<file path="config.mk">
export PLATFORM = sky130hd
export DESIGN_NAME = ring_rotate_sequencer_flat
export DESIGN_NICKNAME = d
export VERILOG_FILES = /design/src/rtl/ring_rotate_pkg.sv /design/src/rtl/ring_rotate_sequencer_if.sv /design/src/rtl/ring_rotate_datapath.sv /design/src/rtl/ring_rotate_sequencer.sv /design/src/flat_wrapper.sv
export SDC_FILE = /design/constraint.sdc
export NUM_CORES = 1
export LEC_CHECK = 0
export BUFFER_PORTS_ARGS = -buffer_cell sky130_fd_sc_hd__clkbuf_2
export CORE_ASPECT_RATIO = 1.1
export CORE_UTILIZATION = 50
export CTS_CLUSTER_SIZE = 20
export DETAILED_ROUTE_END_ITERATION = 8
export PLACE_DENSITY = 0.88
export SETUP_SLACK_MARGIN = 0.3
export SYNTH_ARGS = -nofsm -noshare
export SYNTH_HDL_FRONTEND = slang
export SYNTH_SLANG_ARGS = --single-unit
</file>
<file path="constraint.sdc">
create_clock -name clockpulse -period 4.11 [get_ports clockpulse]
set_input_delay 0.822 -clock clockpulse [delete_from_list [all_inputs] [get_ports clockpulse]]
set_output_delay 0.822 -clock clockpulse [all_outputs]
set_load 0.02 [all_outputs]
</file>
<file path="src/rtl/ring_rotate_pkg.sv">
// Shared types and constants for the ring rotate sequencer.
//   state_t         : controller states (IDLE, ROTATE, DONE)
//   WIDTH_DEF       : default ring width
//   STEP_WIDTH_DEF  : default step-count field width
//   DIR_RIGHT/LEFT  : encodings of the direction input
package ring_rotate_pkg;

    localparam int WIDTH_DEF      = 5;
    localparam int STEP_WIDTH_DEF = 6;

    // Right: out[0]<=out[W-1], out[i]<=out[i-1].
    // Left:  out[W-1]<=out[0], out[i]<=out[i+1].
    localparam logic DIR_RIGHT = 1'b0;
    localparam logic DIR_LEFT  = 1'b1;

    typedef enum logic [1:0] {
        IDLE   = 2'd0,
        ROTATE = 2'd1,
        DONE   = 2'd2
    } state_t;

endpackage

</file>
<file path="src/rtl/ring_rotate_sequencer_if.sv">
// Command/status bundle for the ring rotate sequencer.
//   master : command side (start, pattern, steps, direction, hold in;
//            out, notout, busy, done, error observed)
//   slave  : sequencer side (the inverse directions)
interface ring_rotate_sequencer_if #(
    parameter int WIDTH      = 5,
    parameter int STEP_WIDTH = 6
);
    logic                  start;
    logic [WIDTH-1:0]      pattern;
    logic [STEP_WIDTH-1:0] steps;
    logic                  direction;
    logic                  hold;
    logic [WIDTH-1:0]      out;
    logic [WIDTH-1:0]      notout;
    logic                  busy;
    logic                  done;
    logic                  error;

    modport master (
        output start, pattern, steps, direction, hold,
        input  out, notout, busy, done, error
    );

    modport slave (
        input  start, pattern, steps, direction, hold,
        output out, notout, busy, done, error
    );
endinterface

</file>
<file path="src/rtl/ring_rotate_datapath.sv">
// WIDTH-bit circular shift register.
//   clockpulse/clear : clock, async active-low reset (ring cleared to 0)
//   load, load_val   : parallel load (takes priority over rotation)
//   rot_en, dir      : rotate one position in direction dir this edge
//   out, notout      : register contents and their complement
module ring_rotate_datapath
    import ring_rotate_pkg::*;
#(
    parameter int WIDTH = WIDTH_DEF
) (
    input  logic             clockpulse,
    input  logic             clear,
    input  logic             load,
    input  logic [WIDTH-1:0] load_val,
    input  logic             rot_en,
    input  logic             dir,
    output logic [WIDTH-1:0] out,
    output logic [WIDTH-1:0] notout
);
    logic [WIDTH-1:0] ring;

    always_ff @(posedge clockpulse or negedge clear) begin
        if (!clear) begin
            ring <= '0;
        end else if (load) begin
            ring <= load_val;
        end else if (rot_en) begin
            if (dir == DIR_LEFT) ring <= {ring[0], ring[WIDTH-1:1]};
            else                 ring <= {ring[WIDTH-2:0], ring[WIDTH-1]};
        end
    end

    assign out    = ring;
    // Complement follows the register directly, so it is valid in reset too.
    assign notout = ~ring;
endmodule

</file>
<file path="src/rtl/ring_rotate_sequencer.sv">
// Controller for the circular shift register: accepts a start command in
// IDLE, loads the pattern, rotates it the commanded number of steps and
// pulses done (with error if the pattern was all zeros).
//   clockpulse : system clock, rising edge
//   clear      : async active-low reset; aborts any command without done
//   bus        : command/status interface (slave side)
module ring_rotate_sequencer
    import ring_rotate_pkg::*;
#(
    parameter int WIDTH      = WIDTH_DEF,
    parameter int STEP_WIDTH = STEP_WIDTH_DEF
) (
    input  logic                     clockpulse,
    input  logic                     clear,
    ring_rotate_sequencer_if.slave   bus
);
    state_t                state, state_nxt;
    logic [STEP_WIDTH-1:0] cnt, cnt_nxt;
    logic                  dir_q, dir_nxt;
    logic                  err_nxt;
    logic                  load, rot_en;
    logic                  busy_q, done_q, err_q;
    logic [WIDTH-1:0]      ring_out, ring_notout;

    always_ff @(posedge clockpulse or negedge clear) begin
        if (!clear) begin
            state  <= IDLE;
            cnt    <= '0;
            dir_q  <= DIR_RIGHT;
            busy_q <= 1'b0;
            done_q <= 1'b0;
            err_q  <= 1'b0;
        end else begin
            state  <= state_nxt;
            cnt    <= cnt_nxt;
            dir_q  <= dir_nxt;
            // Status flags are registered from the next state so they line
            // up with the state they describe without an output decode.
            busy_q <= (state_nxt != IDLE);
            done_q <= (state_nxt == DONE);
            err_q  <= err_nxt;
        end
    end

    always_comb begin
        state_nxt = state;
        cnt_nxt   = cnt;
        dir_nxt   = dir_q;
        err_nxt   = 1'b0;
        load      = 1'b0;
        rot_en    = 1'b0;
        case (state)
            IDLE: begin
                if (bus.start) begin
                    cnt_nxt = bus.steps;
                    dir_nxt = bus.direction;
                    if (bus.pattern == '0) begin
                        // An all-zero ring can never show movement: reject.
                        state_nxt = DONE;
                        err_nxt   = 1'b1;
                    end else begin
                        load      = 1'b1;
                        state_nxt = (bus.steps == '0) ? DONE : ROTATE;
                    end
                end
            end
            ROTATE: begin
                if (!bus.hold) begin
                    rot_en  = 1'b1;
                    cnt_nxt = cnt - STEP_WIDTH'(1);
                    // The edge doing the final rotation also enters DONE.
                    if (cnt == STEP_WIDTH'(1)) state_nxt = DONE;
                end
            end
            DONE:    state_nxt = IDLE;
            default: state_nxt = IDLE;
        endcase
    end

    ring_rotate_datapath #(.WIDTH(WIDTH)) u_datapath (
        .clockpulse (clockpulse),
        .clear      (clear),
        .load       (load),
        .load_val   (bus.pattern),
        .rot_en     (rot_en),
        .dir        (dir_q),
        .out        (ring_out),
        .notout     (ring_notout)
    );

    assign bus.out    = ring_out;
    assign bus.notout = ring_notout;
    assign bus.busy   = busy_q;
    assign bus.done   = done_q;
    assign bus.error  = err_q;
endmodule

</file>
<file path="src/flat_wrapper.sv">
// flat-port wrapper written by rule: the top's interface ports become plain ports
module ring_rotate_sequencer_flat import ring_rotate_pkg::*;
#(
    parameter int WIDTH      = WIDTH_DEF,
    parameter int STEP_WIDTH = STEP_WIDTH_DEF
)
  (clockpulse, clear, bus_start, bus_pattern, bus_steps, bus_direction, bus_hold, bus_out, bus_notout, bus_busy, bus_done, bus_error);
  ring_rotate_sequencer_if #(.WIDTH(WIDTH), .STEP_WIDTH(STEP_WIDTH)) bus_i ();
  input  logic clockpulse;
  input  logic clear;
  input wire logic [$bits(bus_i.start)-1:0] bus_start;
  input wire logic [$bits(bus_i.pattern)-1:0] bus_pattern;
  input wire logic [$bits(bus_i.steps)-1:0] bus_steps;
  input wire logic [$bits(bus_i.direction)-1:0] bus_direction;
  input wire logic [$bits(bus_i.hold)-1:0] bus_hold;
  output wire logic [$bits(bus_i.out)-1:0] bus_out;
  output wire logic [$bits(bus_i.notout)-1:0] bus_notout;
  output wire logic [$bits(bus_i.busy)-1:0] bus_busy;
  output wire logic [$bits(bus_i.done)-1:0] bus_done;
  output wire logic [$bits(bus_i.error)-1:0] bus_error;
  assign bus_i.start = bus_start;
  assign bus_i.pattern = bus_pattern;
  assign bus_i.steps = bus_steps;
  assign bus_i.direction = bus_direction;
  assign bus_i.hold = bus_hold;
  assign bus_out = bus_i.out;
  assign bus_notout = bus_i.notout;
  assign bus_busy = bus_i.busy;
  assign bus_done = bus_i.done;
  assign bus_error = bus_i.error;
  ring_rotate_sequencer #(.WIDTH(WIDTH), .STEP_WIDTH(STEP_WIDTH)) u_core (.clockpulse(clockpulse), .clear(clear), .bus(bus_i));
endmodule
</file>
# Yosys cells after proc, flatten, opt, wreduce, memory -nomap -nowiden
# Cells that the tools add are included.
# totals
register_bits	17
out_inout_bits	13
# op_classes
addsub	1
eq_ne	5
muxes	20
bitwise_logic	1
n_reduce_logical	8
# ops
op	count
$mux 5	3
$mux 6	2
$pmux 6 s2	1
$mux 2	5
$mux 1	8
$eq 6x1->1 const B	1
$logic_not 6->1	1
$reduce_bool 2->1	3
$sub 6x1->6 const B	1
$logic_not 5->1	1
$not 5->5	1
$ne 2x2->1 const B	2
$pmux 2 s2	1
$reduce_and 3->1	1
$eq 2x1->1 const B	1
$eq 2x2->1 const B	1
$logic_not 2->1	1
$reduce_and 2->1	1

# Depth between registers and ports, before layout
# Gate-level depths: netlist (run 1).
# logic_depth
depth_word	6
mapped_depth	5

# By module
# From an unflattened synthesis (run 1), not the netlist that was laid out.
# unflattened
cells_unflattened	105
hier_area_um2	978.4
# by_module_without_submodules
mod	n_inst	cells_each	area_per_inst_um2
ring_rotate_sequencer	1	72	661.9
ring_rotate_datapath	1	33	316.6

# Least setup slack after synthesis (run 1)
# OpenSTA, ideal clock, no wires.
# synth_path
path_kind	input to register
from	in bus_pattern[1]
to	reg u_core.u_datapath.ring[4], in the netlist u_core.u_datapath.out[4]
setup_time_ns	0.139
arrival_time_ns	1.882
path_slack_ns	2.089
path_stages	4
path_buffers	0
cell_sequence	or4_1 or2_4 o21ai_4 a221oi_1
# synth_via
elab_chain_cells	5
elab_cells_between_ends	6
classes_between	4 x mux; 2 x reduce/logical
# synth_rtl
element	line	source
from (decl)	flat_wrapper.sv:12	input wire logic [$bits(bus_i.pattern)-1:0] bus_pattern;
$logic_not 5->1 *	ring_rotate_sequencer.sv:57	if (bus.pattern == '0) begin
$mux 1 *	ring_rotate_sequencer.sv:57	
$mux 1 *	ring_rotate_sequencer.sv:54	if (bus.start) begin
$mux 1 *	ring_rotate_sequencer.sv:52	case (state)
$mux 5 or $reduce_bool 2->1 (tied branches)	--	
to (signal assigned)	ring_rotate_datapath.sv:26	ring <= load_val;
to (signal assigned)	ring_rotate_datapath.sv:28	if (dir == DIR_LEFT) ring <= {ring[0], ring[WIDTH-1:1]};
to (signal assigned)	ring_rotate_datapath.sv:29	else ring <= {ring[WIDTH-2:0], ring[WIDTH-1]};
to (decl)	ring_rotate_datapath.sv:20	logic [WIDTH-1:0] ring;
# Every way passes the cells marked *; elsewhere a longest branch is shown, timed or not.
# A chain may end at the register's enable or synchronous reset.

# Worst setup path after layout (run 1)
# layout_path
from	in bus_pattern[1]
to	reg u_core.u_datapath.ring[2], in the netlist u_core.u_datapath.out[2]
# The elaborated chain is that of the path after synthesis.

==> metrics.txt, run 1 <==
CTS H-tree depth 1; Pleak between 0.5 and 0.6 nW; top-area cell type share of the netlist area a little under half; Slew @ Worst Pin 653.5 ps; I/O pin cnt 29; worst flop-to-flop path startpoint u_core.state[0]; Root Driver clkbuf_4; die area 2065 um2; Final Cycle Share 45.88%; RSZ-0062 raised after global routing no; GRT overflow 0; synth cell count leaders dfrtp_1, nor2_1, a21oi_1, inv_1, o21ai_0; area leader, netlist dfrtp_1; Setup crit end kind flop; Post-Syn Area 943.4 um2; CTS tree built; syn_nets ~120; Critical Path RT 4340 ps; first-pass GRT wire length 3153 um; type of origin of the critical path input pin; pre-CTS WS 1929 ps; Final Hold Vio Count 0; post-synthesis sequential area ratio a little under half; setup slack after layout 2224 ps; CTS Buf Count 3; number of clock sinks 17; DR vias/cell 5.662; Mean Syn Cell Area 9.341 um2; filler cell count in the final layout roughly 170; Setup Buffers After CTS 0; FMAX 0.5303 GHz; FFs w/ async S/R, synth 100.0%; Distinct cells, synth 33; Synth Flop Type dfrtp_1; critical path type in2reg; Initial DRC Count 11; n_diodes 0; final setup fails 0; post-DP HPWL 1553 um; global placer's final weighted congestion roughly 0.86; multi-input logic area around 480 um2; starting density of the core 52.95%; Warnings, synthesis 0; Die X-Extent between 40 and 50 um; Synth Instances a little over 100; CTS max path bufs 2; # Max-Cap Violations 0; Pins Over Slew Limit 0; Final TNS setup 0 ps; worst skew pair latency 290 ps; critical path launch point bus_pattern[1]; PwrDens 727.7 nW/um2; largest net degree at the start of global routing 18; FP Rows 16; fraction of layout cells with a size suffix above 1 30.77%; CTS Hold Buffers Added 0; initial antenna violation count 0; Arr. time, crit path 2110 ps; Reg clk slew, reported paths about 100 ps; number of enable flip-flop cells after synthesis 0; Max VDD drop 0.3216 mV; Routed WL per cell 13.11 um; drt pass-1 iters 7; Area Overhead vs Synth 18.97%; most common cell in the netlist dfrtp_1; slew margin rel. 56.34%; vias in the first global route 750; Yosys reg bits 17; Placeable Area around 1800 um2; run status finished, violations left; drt total wl 1940 um; type of the most critical hold path in2async; Post-DRT Antenna Nets 0; fin crit period 1886 ps; PostCTS Resize Cnt 0; final net count 149; area occupied by registers 425.4 um2; drc violations 6; violated checks design-rule violations; worst-path maximum fanout 5; Max Clock Skew between 4 and 5 ps; All-Layer GR Usage 21.08%; port bufs 28; via count 838; top cells by area, synth dfrtp_1, a221o_2, nor2_1, a21oi_1, mux2i_1; die height ~48 um
layer usage:
layer / GRT usage (%) / vias up / share of wire, %
met1: 24.94 / 386 / 44
met4: 9.375 / 0 / 0.57
met5: 0 / - / 0
met3: 4.151 / 2 / 5.2
met2: 37.88 / 26 / 50
li1: - / 424 / -
cell usage in the layout (no fill, tap or decap), types with 2 or more instances in the layout:
cell and count:
clkbuf_2 28, dfrtp_1 17, nor2_1 11, inv_1 8
a21oi_1 8, o21ai_0 8, nand2b_1 5, nor3_1 4
nand2_1 4, mux2i_1 4, a221o_2 4, clkbuf_4 3
and3_1 2, a21o_1 2, nand3_1 2, ha_1 2
cells by family after synthesis:
group                    synth area share, %
AND/OR/NAND/NOR                        18.97
adder cells (fa/ha/maj)                2.652
multiplexers                           5.438
flip-flops                             45.09
AO/OA/AOI/OAI                          23.48
buffers and inverters                  4.377
final timing paths:
check | slack [ps] | cells after the start | end
max | 2220 | 5 | u_core.u_datapath.out[2]
min | 440 | 1 | u_core.dir_q
max in group asynchronous | 3370 | 1 | u_core.cnt[2]
max reg2reg | 2400 | 4 | u_core.u_datapath.out[2]
min in group clockpulse | 530 | 1 | u_core.cnt[3]
min reg2reg | 530 | 1 | u_core.cnt[3]
per-stage QoR:
| stage | total power [W] | hold WS, ps | util [%] | instances | cell area, um2 |
|---|---|---|---|---|---|
| 6_report | 0.0008167 | 443.7 | 62.99 | 148 | 1122 |
| 5_1_grt | 0.0008876 | 457.0 | 62.99 | 148 | 1122 |
| 4_1_cts | 0.0008210 | 461.8 | 62.99 | 148 | 1122 |
| 3_5_place_dp | 0.0007346 | 509.7 | 61.45 | 144 | 1095 |
| 3_3_place_gp | 0.0007128 | 493.0 | 61.45 | 144 | 1095 |
| 2_1_floorplan | 0.0006135 | 471.8 | - | 101 | 943.4 |
layout make-up:
type,count,share of cell area (%)
Timing Repair Buffer,28,12.49
Tap cell,18,2.007
Clock buffer,3,2.007
Inverter,8,2.676
Sequential cell,17,37.90
Clock inverter,1,0.4459
Multi-Input combinational cell,73,42.47
power breakdown:
part	total [W]	internal (W)	switching (W)
sequential	0.000313	0.000235	0.0000778
combinational	0.000415	0.000177	0.000239
clock	0.0000887	0.0000361	0.0000525
total	0.000817	0.000448	0.000369
flip-flops by register name, summed over array words and instances (netlist names):
signal,flops
u_core.state,2
u_core.dir_q,1
u_core.bus.done,1
u_core.bus.busy,1
u_core.u_datapath.out,5
u_core.bus.error,1
u_core.cnt,6
critical path: stages:
cell and delay, ps:
clkbuf_2 90, or4_1 560, or2_4 270, o21ai_4 190, a221o_2 180
Note: power is estimated with default switching activity, not from simulation.
==> run 2, diff against run 1 <==
CORE_UTILIZATION = 49   (was 50)
PLACE_DENSITY = 0.87   (was 0.88)
clock period = 1.85 ns   (was 4.11 ns; I/O delays follow)
==> run 2 against run 1 <==
  * The flow still finishes with violations (design-rule violations)
  * Sequential power is 130% higher
  * Critical path depth stayed put
  * Setup slack worse by 1800 ps
  * Count of clock-buffer cells in the layout stayed put
  * Global-route usage is 1.2 points higher
  * Non-clock buffer count is 3 higher
  * Clock skew is 3.5 ps higher
  * Via count is 3.3% higher
  * Clock power is 120% higher
  * Critical endpoint is now u_core.u_datapath.out[4]
==> metrics.txt, run 2 (synthesis results as in run 1) <==
Max Clock Skew just under 8 ps; Slew @ Worst Pin 420.8 ps; Pleak 0.5830 nW; DR vias/cell 5.735; setup slack after layout between 400 and 500 ps; FP Rows 16; Die X-Extent about 44 um; CTS Buf Count 3; Int Pwr 0.001032 W; All-Layer GR Usage 22.23%; part of the power in registers about 38%; largest net degree at the start of global routing 18; Largest regs u_core.cnt x6, u_core.u_datapath.out x5, u_core.state x2; Final Hold Vio Count 0; final net count around 150; Placeable Area approximately 1800 um2; Max VDD drop 0.7639 mV; Setup crit end kind flop; final setup fails 0; vias in the first global route 760; switching share of power between 40% and 50%; Gate power share 51.8%; Reg clk slew, reported paths 90 ps; starting density of the core a little over half; Post-DRT Antenna Nets 0; Critical Path RT 2020 ps; Pins Over Slew Limit 0; Final Core Density 64.65%; FMAX 0.7128 GHz; n_diodes 0; drt total wl between 2000 and 2500 um; RSZ-0062 raised after global routing no; most common cell after layout, fill and taps aside clkbuf_2; violated checks design-rule violations; WHS Path Cells 2; clock network fraction of design power 10.6%; Root Driver clkbuf_4; via count 866; pre-CTS WS 145.0 ps; Slowest cell on crit path or4_1; Initial DRC Count 20; drc violations 5; commonest non-fill, non-tap cells in the layout clkbuf_2, dfrtp_1, nor2_1; filler cell count in the final layout 154; # Max-Cap Violations 0; global placer's final weighted congestion 0.8487; drt pass-1 iters 6; Setup Buffers After CTS 0; Hold WS around 310 ps; Arr. time, crit path 1570 ps; critical path type in2reg; GRT overflow 0; DP Area 1110 um2; run status finished, violations left; CP max stage delay 550 ps; Area Overhead vs Synth 23.48%; CTS tree built; worst path cell trace clkbuf_2, or4_1, or2_4, o21ai_4, a221oi_1; PwrDens approximately 1600 nW/um2; CTS max path bufs 2; number of clock sinks 17; I/O pin cnt 29; die height 48.02 um; NetSw 0.0008476 W; final instance area 1165 um2; type of origin of the critical path input pin; die area between 2000 and 2500 um2; first-pass GRT wire length roughly 3300 um; max reg flops 6; slew margin rel. 71.95%; worst skew pair latency 290 ps; port bufs 28; Routed WL per cell roughly 14 um; FF-to-FF path depth 4; post-DP HPWL 1566 um; Final Cycle Share 75.84%; initial antenna violation count 0; type of the most critical hold path in2reg; worst-path maximum fanout 5; Reg with most FFs u_core.cnt; fraction of layout cells with a size suffix above 1 33.08%; Final TNS setup 0 ps; fin crit period between 1000 and 1500 ps; CTS H-tree depth 1
-- run 2: changes by cell type in the layout (fill, tap and decap cells not counted) --
cell,previous run,this run
nand2b_1,5,4
a21oi_2,1,0
nand2b_4,0,1
buf_4,0,2
nor2_2,0,1
nor2_1,11,10
dlygate4sd3_1,0,1
a21oi_4,0,1
-- run 2: layout make-up --
cell class	instances	area, um2	share of cell area (%)
Clock inverter	1	5.005	0.4296
Tap cell	18	22.52	1.933
Sequential cell	17	425.4	36.52
Multi-Input combinational cell	73	494.2	42.43
Clock buffer	3	22.52	1.933
Inverter	8	30.03	2.578
Timing Repair Buffer	31	165.2	14.18
-- run 2: per-layer routing --
metal | wire, um | GRT usage (%) | share of wire (%)
met1 | 921 | 26.40 | 45
met2 | 1014 | 40.30 | 49
met3 | 98 | 3.774 | 4.8
met4 | 18 | 9.375 | 0.88
met5 | 0 | 0 | 0
-- run 2: final timing paths --
path	start	end	slack, ps
max	bus_pattern[1]	u_core.u_datapath.out[4]	450
min	bus_direction	u_core.dir_q	310
max reg2reg	u_core.state[1]	u_core.cnt[0]	480
min reg2reg	u_core.cnt[3]	u_core.cnt[3]	540
max in group asynchronous	clear	u_core.state[1]	1020
min in group asynchronous	clear	u_core.u_datapath.out[3]	530
-- run 2: power groups by stage --
stage	clock (W)	sequential [W]	combinational, W
after floorplan	0	0.000709	0.000654
after global placement	0	0.000692	0.000920
after detailed placement	0	0.000711	0.000953
after CTS	0.000202	0.000703	0.000956
after global routing	0.000223	0.000731	0.00109
final	0.000199	0.000708	0.000973
-- run 2: stage by stage --
step                total power [W]  std cells
floorplan                  0.001363        101
finish                     0.001880        151
CTS                        0.001862        151
global placement           0.001612        146
global route               0.002046        151
detailed placement         0.001664        146
-- run 2: worst max-delay path, delay by kind of cell --
family	cells	cell delay (ps)
AND/OR/NAND/NOR	2	820
AO/OA/AOI/OAI	2	280
buffers and inverters	1	90
-- run 2: what timing repair did --
action,4_1_cts,5_1_grt
hold endpoints to repair,17,0
endpoints found under the setup margin,0,9
hold buffers,1,0
gates resized for setup,0,4
==> run 3, diff against run 2 <==
clock period = 1.35 ns   (was 1.85 ns; I/O delays follow)
==> run 3 against run 2 <==
  * Count of clock-buffer cells in the layout grew 1
  * Non-clock buffer count grew 27
  * Cell count grew 18%
  * Clock skew shrank 6.8 ps
  * The run ends with design-rule violations, negative setup slack left
  * Largest power group unchanged
  * Setup slack lost 510 ps
==> metrics.txt, run 3 (synthesis results as in run 1) <==
run status finished, violations left; violated checks design-rule violations, negative setup slack; Final Hold Vio Count 0; vias in the first global route 1021; Initial DRC Count 46; most common cell after layout, fill and taps aside buf_4; Die X-Extent 43.84 um; area occupied by registers 426.7 um2; Post-DRT Antenna Nets 0; critical path launch point u_core.state[0]; FP Rows 16; metal3 WL 267 um; type of the most critical hold path in2reg; first-pass GRT wire length 4554 um; WHS Path Cells 2; drt total wl a little over 4000 um; global placer's final weighted congestion approximately 0.76; NetSw 0.001688 W; FF-to-FF path depth 7; largest net degree at the start of global routing 18; filler cell count in the final layout 66; Placed Instances 149; setup slack after layout -67.02 ps; CTS Buf Count 3; Max Clock Skew roughly 0.95 ps; worst skew pair latency 290 ps; final net count between 150 and 200; final std cells w/o fill 178; fin crit period roughly 1400 ps; multi-input logic area roughly 660 um2; reg2reg end u_core.cnt[2]; Gate power share 67.6%; Arr. time, crit path 1590 ps; Root Driver clkbuf_4; Pins Over Slew Limit 0; critical path type reg2reg; PwrDens roughly 2300 nW/um2; Area Overhead vs Synth 76.13%; DP Area approximately 1200 um2; Slowest cell on crit path dfrtp_1; n_diodes 0; port bufs 28; CP max stage delay 400 ps; initial antenna violation count 0; pre-CTS WS -263.1 ps; Final Cycle Share 105.0%; type of origin of the critical path flop; # Max-Cap Violations 0; GRT overflow 0; met2 WL 2086 um; drt pass-1 iters 7; CTS H-tree depth 1; FMAX 0.7057 GHz; starting density of the core 52.36%; fraction of layout cells with a size suffix above 1 approximately three fifths; clock network fraction of design power 7.0%; die height slightly below 50 um; Critical Path RT 1520 ps; Setup crit end kind flop; Final Core Density roughly 92%; slew margin rel. 67.82%; Int Pwr 0.002202 W; Hold EP u_core.dir_q; worst flop-to-flop path startpoint u_core.state[0]; worst-path maximum fanout 5; R2R setup slack -70 ps; Pleak ~0.79 nW; CTS max path bufs 2; hold wc startpoint bus_direction; switching share of power 43.39%; final setup fails 7; Top Metal Used met4; commonest non-fill, non-tap cells in the layout buf_4, dfrtp_1, clkbuf_2, buf_6, nor2_1; number of clock sinks 17; post-DP HPWL roughly 1700 um; Max VDD drop 1.777 mV; Slew @ Worst Pin 478.3 ps; DR vias/cell 6.354; Largest regs u_core.cnt x6, u_core.u_datapath.out x5, u_core.state x2; max reg flops 6; die area ~2100 um2; via count around 1100; RSZ-0062 raised after global routing yes; All-Layer GR Usage 31.01%; Reg clk slew, reported paths ~90 ps; CTS tree built; Placeable Area 1802 um2; Routed WL per cell 22.74 um; CP most frequent cell buf_4; worst path cell trace buf_4, buf_6, nor2b_4, buf_4, nand2b_1, a21oi_2, a21oi_1; drc violations 3; Reg with most FFs u_core.cnt; met1 wire length 1460 um; final instance area 1662 um2; I/O pin cnt 29; part of the power in registers between 20% and 30%
==> run 3: cell types whose count changed in the layout (fill, tap and decap cells not counted), moves of 5 or more <==
cell / delta
a21oi_2: +5
o21ai_1: +6
clkbuf_2: -14
a21oi_1: -5
buf_4: +21
buf_6: +14
o21ai_0: -7
==> run 3: what timing repair did <==
item / CTS / global route
setup endpoints to repair: 29 / 29
gates resized for setup: 32 / 39
hold endpoints to repair: 17 / 0
hold buffers: 1 / 0
pin swaps: 9 / 6
buffers inserted: 20 / 4
==> run 3: through the flow <==
step                TNS (ps)  hold WS [ps]  total power [W]
detailed placement     -1514         220.4         0.002411
CTS                        0         213.9         0.003313
floorplan             -313.4        -25.59         0.002001
global route          -932.5         224.7         0.004102
global placement       -1103         214.2         0.002355
finish                -286.0         222.5         0.003889
==> run 3: cell type report <==
class,instances,share of cell area (%)
timing repair buffer,58,29.89
sequential,17,25.68
tap,18,1.355
clock buffer,4,1.581
multi-input combinational,73,39.68
inverter,8,1.807
==> run 3: worst max-delay path, delay by kind of cell, from the launching register on <==
kind | cells | cell delay [ps]
AOI/OAI and AO/OA | 2 | 220
and+or+nand+nor | 2 | 290
buffers and inverters | 3 | 390
DFF | 1 | 400
==> run 3: worst max path at each step <==
stage | end | depth (start not counted)
floorplan | u_core.u_datapath.out[4] | 4
global placement | u_core.u_datapath.out[4] | 5
detailed placement | u_core.u_datapath.out[4] | 5
CTS | u_core.u_datapath.out[1] | 4
global route | u_core.cnt[2] | 7
finish | u_core.cnt[2] | 7
==> run 3: routing by layer <==
| layer | GRT usage, % | vias up |
|---|---|---|
| met1 | 33.56 | 542 |
| met4 | 18.13 | 0 |
| met3 | 7.925 | 30 |
| met2 | 55.82 | 77 |
| li1 | - | 482 |
| met5 | 0 | - |
==> run 3: power groups by stage <==
| stage | logic, W | clock network, W | registers [W] |
|---|---|---|---|
| 2_1_floorplan | 0.00102 | 0 | 0.000984 |
| 3_3_place_gp | 0.00142 | 0 | 0.000934 |
| 3_5_place_dp | 0.00146 | 0 | 0.000949 |
| 4_1_cts | 0.00212 | 0.000270 | 0.000926 |
| 5_1_grt | 0.00280 | 0.000297 | 0.00101 |
| 6_report | 0.00263 | 0.000273 | 0.000987 |
